**src/rtl/spiker_run_ctrl_if.sv**
```systemverilog
// Control/status bundle between the register file, spiking core and result writer
// and the spiker run controller.
interface spiker_run_ctrl_if #(
  parameter int unsigned STEP_W = 16
);
  logic              start_i;
  logic              abort_i;
  logic [STEP_W-1:0] n_steps_i;
  logic              core_start_o;
  logic              core_done_i;
  logic              sample_o;
  logic              writer_ready_i;
  logic              busy_o;
  logic              done_o;
  logic              timeout_o;
  logic [STEP_W-1:0] step_cnt_o;

  modport master (
    output start_i, abort_i, n_steps_i, core_done_i, writer_ready_i,
    input  core_start_o, sample_o, busy_o, done_o, timeout_o, step_cnt_o
  );

  modport slave (
    input  start_i, abort_i, n_steps_i, core_done_i, writer_ready_i,
    output core_start_o, sample_o, busy_o, done_o, timeout_o, step_cnt_o
  );
endinterface

```
**src/rtl/spiker_run_ctrl.sv**
```systemverilog
// Sequences one inference run: kick core, wait for timestep, sample writer,
// repeat N times, then flush the writer's lagging result registers.
module spiker_run_ctrl #(
  parameter int unsigned STEP_W         = 16,
  parameter int unsigned TIMEOUT_CYCLES = 1024
) (
  input  logic             clk_i,
  input  logic             rst_i,
  spiker_run_ctrl_if.slave bus
);
  localparam int unsigned     TO_W    = $clog2(TIMEOUT_CYCLES);
  localparam logic [TO_W-1:0] TO_LAST = TO_W'(TIMEOUT_CYCLES - 1);

  localparam logic [2:0] S_IDLE      = 3'd0;
  localparam logic [2:0] S_KICK      = 3'd1;
  localparam logic [2:0] S_WAIT_CORE = 3'd2;
  localparam logic [2:0] S_SAMPLE    = 3'd3;
  localparam logic [2:0] S_WAIT_WR   = 3'd4;
  localparam logic [2:0] S_FLUSH     = 3'd5;
  localparam logic [2:0] S_WAIT_FL   = 3'd6;
  localparam logic [2:0] S_DONE      = 3'd7;

  logic [2:0]        state_q, state_d;
  logic [STEP_W-1:0] n_steps_q, n_steps_d;
  logic [STEP_W-1:0] step_cnt_q, step_cnt_d;
  logic [STEP_W-1:0] step_inc;
  logic [TO_W-1:0]   to_cnt_q, to_cnt_d;
  logic              timeout_q, timeout_d;
  logic              wait_expired;
  logic              core_start_q, sample_q, busy_q, done_q;

  assign step_inc     = step_cnt_q + STEP_W'(1);
  assign wait_expired = (to_cnt_q == TO_LAST);

  // Next-state, counters and sticky error
  always_comb begin
    state_d    = state_q;
    n_steps_d  = n_steps_q;
    step_cnt_d = step_cnt_q;
    to_cnt_d   = to_cnt_q;
    timeout_d  = timeout_q;

    if (state_q != S_IDLE && bus.abort_i) begin
      state_d = S_IDLE;
    end else begin
      case (state_q)
        S_IDLE: begin
          if (bus.start_i && !bus.abort_i) begin
            n_steps_d  = bus.n_steps_i;
            step_cnt_d = '0;
            timeout_d  = 1'b0;
            state_d    = (bus.n_steps_i == '0) ? S_DONE : S_KICK;
          end
        end
        S_KICK: begin
          to_cnt_d = '0;
          state_d  = S_WAIT_CORE;
        end
        S_WAIT_CORE: begin
          if (bus.core_done_i) begin
            state_d = S_SAMPLE;
          end else if (wait_expired) begin
            timeout_d = 1'b1;
            state_d   = S_IDLE;
          end else begin
            to_cnt_d = to_cnt_q + TO_W'(1);
          end
        end
        S_SAMPLE: begin
          to_cnt_d = '0;
          state_d  = S_WAIT_WR;
        end
        S_WAIT_WR: begin
          if (bus.writer_ready_i) begin
            step_cnt_d = step_inc;
            state_d    = (step_inc == n_steps_q) ? S_FLUSH : S_KICK;
          end else if (wait_expired) begin
            timeout_d = 1'b1;
            state_d   = S_IDLE;
          end else begin
            to_cnt_d = to_cnt_q + TO_W'(1);
          end
        end
        S_FLUSH: begin
          to_cnt_d = '0;
          state_d  = S_WAIT_FL;
        end
        S_WAIT_FL: begin
          if (bus.writer_ready_i) begin
            state_d = S_DONE;
          end else if (wait_expired) begin
            timeout_d = 1'b1;
            state_d   = S_IDLE;
          end else begin
            to_cnt_d = to_cnt_q + TO_W'(1);
          end
        end
        S_DONE:  state_d = S_IDLE;
        default: state_d = S_IDLE;
      endcase
    end
  end

  // Pulses and status are registered from the next state, so they align with it
  always_ff @(posedge clk_i or posedge rst_i) begin
    if (rst_i) begin
      state_q      <= S_IDLE;
      n_steps_q    <= '0;
      step_cnt_q   <= '0;
      to_cnt_q     <= '0;
      timeout_q    <= 1'b0;
      core_start_q <= 1'b0;
      sample_q     <= 1'b0;
      busy_q       <= 1'b0;
      done_q       <= 1'b0;
    end else begin
      state_q      <= state_d;
      n_steps_q    <= n_steps_d;
      step_cnt_q   <= step_cnt_d;
      to_cnt_q     <= to_cnt_d;
      timeout_q    <= timeout_d;
      core_start_q <= (state_d == S_KICK);
      sample_q     <= (state_d == S_SAMPLE) || (state_d == S_FLUSH);
      busy_q       <= (state_d != S_IDLE) && (state_d != S_DONE);
      done_q       <= (state_d == S_DONE);
    end
  end

  assign bus.core_start_o = core_start_q;
  assign bus.sample_o     = sample_q;
  assign bus.busy_o       = busy_q;
  assign bus.done_o       = done_q;
  assign bus.timeout_o    = timeout_q;
  assign bus.step_cnt_o   = step_cnt_q;
endmodule
```
**src/flat_wrapper.sv**
```systemverilog
// flat-port wrapper written by rule: the top's interface ports become plain ports
module spiker_run_ctrl_flat 
#(
  parameter int unsigned STEP_W         = 16,
  parameter int unsigned TIMEOUT_CYCLES = 1024
)
  (clk_i, rst_i, bus_start_i, bus_abort_i, bus_n_steps_i, bus_core_done_i, bus_writer_ready_i, bus_core_start_o, bus_sample_o, bus_busy_o, bus_done_o, bus_timeout_o, bus_step_cnt_o);
  spiker_run_ctrl_if #(.STEP_W(STEP_W)) bus_i ();
  input  logic clk_i;
  input  logic rst_i;
  input wire logic [$bits(bus_i.start_i)-1:0] bus_start_i;
  input wire logic [$bits(bus_i.abort_i)-1:0] bus_abort_i;
  input wire logic [$bits(bus_i.n_steps_i)-1:0] bus_n_steps_i;
  input wire logic [$bits(bus_i.core_done_i)-1:0] bus_core_done_i;
  input wire logic [$bits(bus_i.writer_ready_i)-1:0] bus_writer_ready_i;
  output wire logic [$bits(bus_i.core_start_o)-1:0] bus_core_start_o;
  output wire logic [$bits(bus_i.sample_o)-1:0] bus_sample_o;
  output wire logic [$bits(bus_i.busy_o)-1:0] bus_busy_o;
  output wire logic [$bits(bus_i.done_o)-1:0] bus_done_o;
  output wire logic [$bits(bus_i.timeout_o)-1:0] bus_timeout_o;
  output wire logic [$bits(bus_i.step_cnt_o)-1:0] bus_step_cnt_o;
  assign bus_i.start_i = bus_start_i;
  assign bus_i.abort_i = bus_abort_i;
  assign bus_i.n_steps_i = bus_n_steps_i;
  assign bus_i.core_done_i = bus_core_done_i;
  assign bus_i.writer_ready_i = bus_writer_ready_i;
  assign bus_core_start_o = bus_i.core_start_o;
  assign bus_sample_o = bus_i.sample_o;
  assign bus_busy_o = bus_i.busy_o;
  assign bus_done_o = bus_i.done_o;
  assign bus_timeout_o = bus_i.timeout_o;
  assign bus_step_cnt_o = bus_i.step_cnt_o;
  spiker_run_ctrl #(.STEP_W(STEP_W), .TIMEOUT_CYCLES(TIMEOUT_CYCLES)) u_core (.clk_i(clk_i), .rst_i(rst_i), .bus(bus_i));
endmodule
```
**config.mk**
```make
export PLATFORM = sky130hd
export DESIGN_NAME = spiker_run_ctrl_flat
export DESIGN_NICKNAME = d
export VERILOG_FILES = /design/src/rtl/spiker_run_ctrl_if.sv /design/src/rtl/spiker_run_ctrl.sv /design/src/flat_wrapper.sv
export SDC_FILE = /design/constraint.sdc
export NUM_CORES = 1
export LEC_CHECK = 0
export BUFFER_PORTS_ARGS = -buffer_cell sky130_fd_sc_hd__buf_2
export CORE_AREA = 2 2 91 93
export DETAILED_ROUTE_END_ITERATION = 16
export DIE_AREA = 0 0 93 95
export GPL_ROUTABILITY_DRIVEN = 0
export HOLD_SLACK_MARGIN = 0.12
export PLACE_DENSITY = 0.72
export SYNTH_ARGS = -nofsm -noshare
export SYNTH_HDL_FRONTEND = slang
export SYNTH_SLANG_ARGS = --single-unit
```
**constraint.sdc**
```tcl
create_clock -name clk_i -period 2 [get_ports clk_i]
set_clock_uncertainty 0.05 [all_clocks]
set_input_delay 0.2 -clock clk_i [delete_from_list [all_inputs] [get_ports clk_i]]
set_output_delay 0.2 -clock clk_i [all_outputs]
set_load 0.05 [all_outputs]
```
## Yosys cells after proc, flatten, opt, wreduce, memory -nomap -nowiden

Index checks and enable logic that the tools add are counted.

| word-level totals | value |
|---|---|
| bits in latches | 0 |
| bits in writable memories | 0 |
| bits in read-only memories | 0 |
| output and inout port bits | 21 |
| memories | 0 |
| bits in registers | 50 |
| input bits | 22 |

| operators by class | value |
|---|---|
| div/mod/pow operators | 0 |
| mux-type cells | 21 |
| shifts and indexed selects | 0 |
| add/subtract/negate cells | 2 |
| reduce and logical (&&, ||, !) cells | 18 |
| bitwise logic cells | 1 |
| eq/ne operators | 18 |
| $mul | 0 |
| $lt $le $gt $ge | 0 |

Operators with widths:

| cell | number |
|---|---|
| two-way mux 16 bit | 2 |
| one-hot mux 16 bit (2 select lines) | 1 |
| two-way mux 10 bit | 3 |
| one-hot mux 10 bit (3 select lines) | 1 |
| two-way mux 3 bit | 8 |
| one-hot mux 3 bit (8 select lines) | 1 |
| == test 3 bit, second input constant | 6 |
| adder 16 x 1 -> 16 bit, second input constant | 1 |
| == test 16 bit | 1 |
| logical NOT 16 bit | 1 |
| nonzero test 3 bit | 4 |
| adder 10 x 1 -> 10 bit, second input constant | 1 |
| == test 10 bit, second input constant | 1 |
| == test 3 x 2 -> 1 bit, second input constant | 3 |
| AND reduction 4 bit | 2 |
| == test 3 x 1 -> 1 bit, second input constant | 2 |
| != test 2 bit, second input constant | 3 |
| AND reduction 5 bit | 1 |
| two-way mux 1 bit | 4 |
| logical AND 1 bit | 3 |
| logical NOT 3 bit | 1 |
| != test 3 bit, second input constant | 1 |
| one-hot mux 1 bit (3 select lines) | 1 |
| AND reduction 3 bit | 1 |
| 7 further kinds | 7 |

## Logic depth before layout (Yosys ltp)

Gate-level depths: netlist of run 1.

| depth | value |
|---|---|
| word-level depth | 8 |
| mapped depth | 8 |

## Worst setup path after synthesis of run 1

OpenSTA, ideal clock, no wires.

| timing | value |
|---|---|
| path kind | reg2reg |
| from | reg u_core.step_cnt_q[1] (netlist: u_core.bus.step_cnt_o[1]) |
| to | reg u_core.sample_q (netlist: u_core.bus.sample_o) |
| setup slack | -0.476 ns |
| data arrival time | 2.344 ns |
| setup time | 0.083 ns |
| cell stages (with the launch flop) | 9 |
| path through | dfrtp_1 > ha_1 > and3_1 > buf_2 > and4_1 > nand3b_1 > a211oi_1 > or4b_1 > o21ai_0 |

| between the ends | value |
|---|---|
| longest elaborated chain between the ends | 8 |
| elaborated cells between the ends (all ways) | 9 |

Ends and longest elaborated chain:

| what | line | source |
|---|---|---|
| start, declared | spiker_run_ctrl.sv:25 | `logic [STEP_W-1:0] step_cnt_q, step_cnt_d;` |
| start signal, assigned | spiker_run_ctrl.sv:119 | `step_cnt_q <= step_cnt_d;` |
| adder 16 x 1 -> 16 bit (*) | spiker_run_ctrl.sv:32 | `assign step_inc = step_cnt_q + STEP_W'(1);` |
| == test 16 bit (*) | spiker_run_ctrl.sv:76 | `state_d = (step_inc == n_steps_q) ? S_FLUSH : S_KICK;` |
| two-way mux 3 bit (*) | spiker_run_ctrl.sv:76 |  |
| two-way mux 3 bit (*) | spiker_run_ctrl.sv:74 | `if (bus.writer_ready_i) begin` |
| one-hot mux 3 bit (8 select lines) (*) | spiker_run_ctrl.sv:46 | `case (state_q)` |
| two-way mux 3 bit (*) | spiker_run_ctrl.sv:43 | `if (state_q != S_IDLE && bus.abort_i) begin` |
| == test 3 x 2 -> 1 bit / == test 3 bit (equally long branches) | spiker_run_ctrl.sv:123 | `sample_q <= (state_d == S_SAMPLE) \|\| (state_d == S_FLUSH);` |
| logical OR 1 bit (*) | spiker_run_ctrl.sv:123 |  |
| end signal, assigned | spiker_run_ctrl.sv:123 |  |
| end, declared | spiker_run_ctrl.sv:30 | `logic core_start_q, sample_q, busy_q, done_q;` |

Mark *: on every way between the ends. The rest lies on a longest branch, timed or not.
A chain may end at the register's enable or synchronous reset.

## Worst setup path in the final report of run 1

| timing | value |
|---|---|
| from | reg u_core.state_q[0] |
| to | reg u_core.sample_q (netlist: u_core.bus.sample_o) |

| between the ends | value |
|---|---|
| longest elaborated chain between the ends | 6 |
| elaborated cells between the ends (all ways) | 20 |

Ends and longest elaborated chain:

| what | line | source |
|---|---|---|
| start, declared | spiker_run_ctrl.sv:23 | `logic [2:0] state_q, state_d;` |
| start signal, assigned | spiker_run_ctrl.sv:117 | `state_q <= state_d;` |
| two-way mux 3 bit | spiker_run_ctrl.sv:62, spiker_run_ctrl.sv:77, spiker_run_ctrl.sv:91 |  |
| two-way mux 3 bit (on tied branches) | spiker_run_ctrl.sv:89, spiker_run_ctrl.sv:74, spiker_run_ctrl.sv:60 |  |
| one-hot mux 3 bit (8 select lines) | spiker_run_ctrl.sv:46 |  |
| two-way mux 3 bit (*) | spiker_run_ctrl.sv:43 |  |
| == test 3 x 2 -> 1 bit / == test 3 bit (equally long branches) | spiker_run_ctrl.sv:123 |  |
| logical OR 1 bit (*) | spiker_run_ctrl.sv:123 |  |

Marked as above.

==> results.md, run 1 <==
- Outcome: finished, violations left
- Failing checks: setup timing
- First-pass GRT wire length: roughly 14 mm
- # IOs: 43
- Total GRT Usage: 19.95%
- VDD IR max: 0.0005005 V
- Final min period: 2.105 ns
- Post-DP Area: 0.003643 sq mm
- Synth Area per Inst: approximately 9.4 sq um
- Buf/Inv on CP: 0
- Synth Instances: 321
- CTS tree: built
- Grt ovf: 0
- CTS Buffer Depth: 2
- DRC: 0
- Kind of critical path: reg2reg
- Maxcap violations: 0
- Count leader, synth: dfrtp_1
- Initial Util: 38.26%
- DRT Pass-1 Iters: 5
- Top FF cell, synth: dfrtp_1
- Number of global-route vias before repair: 2848
- Later-pin clock latency in the skew report: roughly 0.31 ns
- Ranking of synthesized cells by area: dfrtp_1, mux2_2, xnor2_1
- Syn. warnings: 0
- Post-synth EDFFs: 0
- Largest net degree at the start of global routing: 51
- Initial antenna violation count: 0
- WL per Instance: ~16 um
- Diode count: 0
- Critical path's slowest cell: or4b_1
- Die extent in x: 93 um
- Pwr Total: 3.787 mW
- Nets: 438
- Grt met3 use: between 3 and 4%
- Synthesis-to-layout area growth: 35.89%
- Crit path DAT: approximately 2.3 ns
- Met2 Usage GRT: roughly a third
- Relative slew slack: a little under three fifths
- Setup WS post-layout: -0.1052 ns
- Fin. Hold Viols: 0
- Final period util: 105.3%
- DRT iter0 DRCs: ~160
- Critical Path Start Type: register
- IO buf count: 42
- Synth area leader: dfrtp_1
- Post-DRT Antenna Nets: 0
- Slew Limit Fails: 0
- Crit Reg-Reg Startpoint: u_core.state_q[0]
- Placeable Area: slightly below 0.008 sq mm
- Worst-path clk slew: 0.10 ns
- Share of the synthesized area in the top cell type: roughly two fifths
- Critical path required time: 2.20 ns
- CTS Sinks: 50
- Setup TNS: -0.1882 ns
- Total vias in the final route: between 2000 and 3000
- CTS Buf Count: 5
- Final Util: 51.99%
- CP startpoint: u_core.state_q[0]
- Die Area: between 0.008 and 0.009 sq mm
- Fillers: 735
- Seq/Total Area, Yosys: 41.25%
- Setup WS pre-CTS: -0.1011 ns
- Asr flop ratio synth: 100.0%
- Cell Chain, Critical Path: or3b_4, nor3b_4, o2111ai_2, a211oi_1, or4b_1, o21ai_1
- Critical path's top delay family: simple AND/OR/NAND/NOR gates
- Root Driver: clkbuf_8
- Fmax: 475.0 MHz
- Syn Nets: 345
- Via density per instance: 5.475
- Synthesis-stage register bit count: 50
- Max incr delay on CP: between 0.4 and 0.5 ns
- Die Ht: between 90 and 100 um
- Placed cells: 491
- Static Leakage: 1.747 nW
- Global route hottest layer: met2
- Crit. End Element: register
- Final setup vio count: 2
- Number of H-tree levels: 2
- Layout cell share with drive strength beyond 1: 37.35%
- Most instantiated cells after synthesis: dfrtp_1, nor2_1, nand2_1, o21ai_0, xnor2_1
- Cell Pwr Density: 918.9 mW/mm^2
- Routed WL: 8.451 mm
- Non-Filler Instances: 520
- Hold Crit Start: bus_n_steps_i[11]
- Hold_ws: 0.1327 ns
- Row Count: 33
- Worst slew pin tran: 0.6379 ns
- Post-route cell area: 0.004121 sq mm
- Yosys cell types: 52
- RSZ-0062 raised after global routing: yes
- Met1 Resource Use GR: approximately a quarter
- Critical Path Fanout Max: 2
- Hold WC Path Type: in2reg
- DP Wirelength: 6.009 mm
- Mapped Area: 0.003033 sq mm
-- final cells by class --
class | count | area (sq um) | area share, %
Clock buffer | 6 | 82.58 | 2.004
Clock inverter | 2 | 60.06 | 1.457
Inverter | 9 | 33.78 | 0.8197
Multi-Input combinational cell | 242 | 1797 | 43.59
Sequential cell | 50 | 1270 | 30.81
Tap cell | 105 | 131.4 | 3.188
Timing Repair Buffer | 106 | 747.0 | 18.12
-- path summary, 6_finish.rpt --
path / depth (start not counted) / slack (ns) / end
max: 6 / -0.11 / u_core.bus.sample_o
max reg2reg: 6 / -0.11 / u_core.bus.sample_o
min in group asynchronous: 4 / 0.54 / u_core.n_steps_q[5]
max in group asynchronous: 4 / 0.89 / u_core.bus.step_cnt_o[7]
min reg2reg: 1 / 0.49 / u_core.n_steps_q[0]
min: 2 / 0.13 / u_core.n_steps_q[11]
-- layer usage --
| metal | share of wire [%] | up-vias |
|---|---|---|
| met1 | 43 | 1372 |
| li1 | - | 1368 |
| met5 | 0 | - |
| met3 | 5.0 | 26 |
| met4 | 2.8 | 0 |
| met2 | 50 | 81 |
-- report_power, final --
part | switching, mW | internal [mW] | total, mW
Sequential | 0.241 | 1.24 | 1.48
Combinational | 0.727 | 0.683 | 1.41
Clock | 0.359 | 0.534 | 0.893
-- repair_timing --
item | CTS | global route
buffers inserted | 2 | 3
pin swaps | 4 | 1
resized for setup | 6 | 19
hold buffers | 16 | 0
endpoints found under the setup margin | 2 | 13
endpoints found under the hold margin | 65 | 0
-- kinds of logic (layout without fill, tap and decap cells) --
| group | Yosys count | after routing | synth area share [%] |
|---|---|---|---|
| buffers and inverters | 29 | 123 | 4.662 |
| muxes | 18 | 18 | 6.601 |
| DFF | 50 | 50 | 41.25 |
| and+or+nand+nor | 120 | 120 | 21.58 |
| AOI/OAI and AO/OA | 75 | 75 | 17.04 |
| xor gates and xnor gates | 27 | 27 | 8.045 |
| adders and majority gates | 2 | 2 | 0.8250 |
-- cell usage in the layout, fill, tap and decap left out, types with 7 or more instances in the layout --
cell / Yosys / layout
xnor2_1: 19 / 17
mux2_2: 16 / 16
buf_2: 11 / 42
o21ai_0: 21 / 18
o31ai_1: 9 / 8
nor2_1: 29 / 28
inv_1: 9 / 8
dlygate4sd3_1: 0 / 16
nand2_1: 25 / 25
xor2_1: 7 / 7
buf_4: 1 / 46
dfrtp_1: 50 / 35
a21oi_1: 9 / 8
dfrtp_2: 0 / 15
nand3_1: 12 / 12
-- registers in the layout, summed over array words and instances (netlist names) --
signal                   count
u_core.bus.done_o            1
u_core.bus.sample_o          1
u_core.state_q               3
u_core.bus.busy_o            1
u_core.bus.timeout_o         1
u_core.bus.core_start_o      1
u_core.bus.step_cnt_o       16
u_core.to_cnt_q             10
u_core.n_steps_q            16
No activity file was read; power rests on OpenSTA's default activity.
==> run 2: changes to the inputs <==
==> constraint.sdc (replaced) <==
create_clock -name clk_i -period 2 [get_ports clk_i]
set_clock_uncertainty 0.05 [all_clocks]
set_input_delay 0.4 -clock clk_i [delete_from_list [all_inputs] [get_ports clk_i]]
set_output_delay 0.4 -clock clk_i [all_outputs]
set_load 0.05 [all_outputs]
==> run 2 against run 1 <==
- the flow still finishes with violations (setup timing)
- clock power down 19%
- maximum frequency down 0.31%
- cell area down 2.9%
- total power down 4.1%
- clock-buffer cell count unchanged
- non-clock buffer count down 6
- worst hold slack better by 0.15 ns
==> results.md, run 2 (synthesis gave the netlist of run 1 again) <==
- Kind of critical path: reg2reg
- Placeable Area: 0.007928 sq mm (unchanged)
- CTS Buf Count: 5 (unchanged)
- WL per Instance: 16.78 um (+3.2%)
- Critical path's slowest cell: or4b_4
- Cell Chain, Critical Path: or3b_4, nor3b_4, o2111ai_2, a211oi_2, or4b_4, o21ai_2
- Failing checks: setup timing
- Outcome: finished, violations left
- Switching share of power: 36.78% (+1.7 points)
- CTS Buffer Depth: 2 (unchanged)
- Total GRT Usage: 19.78% (-0.17 points)
- Nets: 432 (-1.4%)
- Die extent in x: 93 um (unchanged)
- CTS tree: built
- Post-DRT Antenna Nets: 0 (unchanged)
- First-pass GRT wire length: 13.60 mm (-1.5%)
- Combinational power share: 39.4% (+2.2 points)
- Later-pin clock latency in the skew report: 0.31 ns (about the same)
- Crit path DAT: 2.31 ns (about the same)
- Commonest non-fill, non-tap cells in the layout: buf_4, buf_2, dfrtp_1
- Fmax: 473.6 MHz (-0.31%)
- DRC: 0 (unchanged)
- Non-Filler Instances: 514 (-1.2%)
- Setup WS post-layout: -0.1117 ns (-0.006482 ns)
- Diode count: 0 (unchanged)
- Hold_ws: 0.2834 ns (+0.1507 ns)
- RSZ-0062 raised after global routing: yes
- Max incr delay on CP: 0.49 ns (+0.03 ns)
- Final setup vio count: 2 (unchanged)
- Via density per instance: 5.589 (+2.1%)
- DRT Pass-1 Iters: 4 (-1)
- Crit. End Element: register
- Root Driver: clkbuf_8
- Initial Util: 38.26% (unchanged)
- Critical Path Fanout Max: 2 (unchanged)
- Worst-path clk slew: 0.10 ns (about the same)
- Routed WL: 8.624 mm (+2.0%)
- Number of global-route vias before repair: 2798 (-1.8%)
- Row Count: 33 (unchanged)
- Post-DP Area: 0.003656 sq mm (+0.34%)
- CP startpoint: u_core.state_q[0]
- Critical path's top delay family: simple AND/OR/NAND/NOR gates
- Clk pwr share: 19.9% (-3.7 points)
- DP Wirelength: 6.193 mm (+3.1%)
- Slew Limit Fails: 0 (unchanged)
- Cell Pwr Density: 907.9 mW/mm^2 (-1.2%)
- Static Leakage: 1.706 nW (-2.3%)
- Setup TNS: -0.1716 ns (+0.01663 ns)
- Hold WC Path Type: in2reg
- Final Util: 50.49% (-1.5 points)
- Die Area: 0.008835 sq mm (unchanged)
- CTS Sinks: 50 (unchanged)
- # IOs: 43 (unchanged)
- Int Power: 2.297 mW (-6.6%)
- Reg2Reg Setup Slack: -0.11 ns (about the same)
- IO buf count: 42 (unchanged)
- Final min period: 2.112 ns (+0.006482 ns)
- VDD IR max: 0.0003554 V (-29%)
- Post-route cell area: 0.004003 sq mm (-2.9%)
- Layout cell share with drive strength beyond 1: 41.32% (+4.0 points)
- Flop pwr share: 40.7% (+1.5 points)
- Grt ovf: 0 (unchanged)
- Critical path required time: 2.20 ns (about the same)
- Fin. Hold Viols: 0 (unchanged)
- Synthesis-to-layout area growth: 31.97%
- Hold Crit Start: bus_n_steps_i[7]
- Buf/Inv on CP: 0 (unchanged)
- Largest net degree at the start of global routing: 34 (-33%)
- Maxcap violations: 0 (unchanged)
- Crit Reg-Reg Startpoint: u_core.state_q[0]
- Critical Path Start Type: register
- Initial antenna violation count: 0 (unchanged)
- Placed cells: 491 (unchanged)
- Total vias in the final route: 2873 (+0.91%)
- Final period util: 105.6% (+0.32 points)
- DRT iter0 DRCs: 185 (+16%)
- Net Sw Power: 1.337 mW (+0.70%)
- Number of H-tree levels: 2 (unchanged)
- Commonest non-fill, non-tap cell in the layout: buf_4
- Relative slew slack: 61.97% (+4.5 points)
- Worst slew pin tran: 0.5683 ns (-0.06959 ns)
- Die Ht: 95 um (unchanged)
run 2: cell types whose count changed in the layout (fill, tap and decap cells not counted), sizes merged:
cell         previous run  this run
clkinvlp                0         1
buf                    90        99
dlygate4sd3            16         1
bufinv                  2         1
run 2: path summary, 6_finish.rpt:
path / to / cells after the start
max: u_core.bus.sample_o / 6
max in group asynchronous: u_core.bus.step_cnt_o[0] / 4
max reg2reg: u_core.bus.sample_o / 6
min in group asynchronous: u_core.n_steps_q[11] / 3
min: u_core.n_steps_q[7] / 2
min reg2reg: u_core.bus.step_cnt_o[10] / 1
run 2: metrics by stage:
step	power [mW]	worst slack, ns
4_1_cts	3.564	-0.08778
3_5_place_dp	2.788	-0.1331
2_1_floorplan	2.381	-0.1391
3_3_place_gp	2.738	-0.07585
5_1_grt	3.842	-0.2067
6_report	3.634	-0.1117
run 2: cell type report:
| class | instances | area [sq um] |
|---|---|---|
| Fill cell | 747 | 3925 |
| Multi-Input combinational cell | 242 | 1792 |
| Sequential cell | 50 | 1271 |
| Timing Repair Buffer | 100 | 664.4 |
| Tap cell | 105 | 131.4 |
| Clock buffer | 6 | 72.57 |
| Clock inverter | 2 | 37.54 |
| Inverter | 9 | 33.78 |
run 2: timing repair:
item / CTS / global route
gates resized for setup: 4 / 28
setup buffers: 4 / 11
gates cloned: 0 / 0
hold buffers: 1 / 0
endpoints found under the setup margin: 2 / 9
pin swaps: 4 / 7
endpoints found under the hold margin: 17 / 0
run 2: worst register-to-register path, delay by kind of cell (launching register included):
kind | cells | cell delay [ns]
AO/OA/AOI/OAI | 3 | 0.44
flip-flops | 1 | 0.41
AND/OR/NAND/NOR | 3 | 1.15
run 2: power by group through the flow:
stage / clock, mW / combinational (mW) / sequential (mW)
floorplan: 0 / 0.883 / 1.50
global placement: 0 / 1.26 / 1.48
detailed placement: 0 / 1.30 / 1.49
CTS: 0.746 / 1.35 / 1.47
global route: 0.785 / 1.55 / 1.50
finish: 0.725 / 1.43 / 1.48
run 2: routing by layer:
layer	up-vias	global-route usage, %	wire length (um)
met5	-	0	0
met4	0	7.230	188
met3	15	3.512	416
met2	87	34.84	4465
met1	1419	24.30	3554
li1	1352	-	-
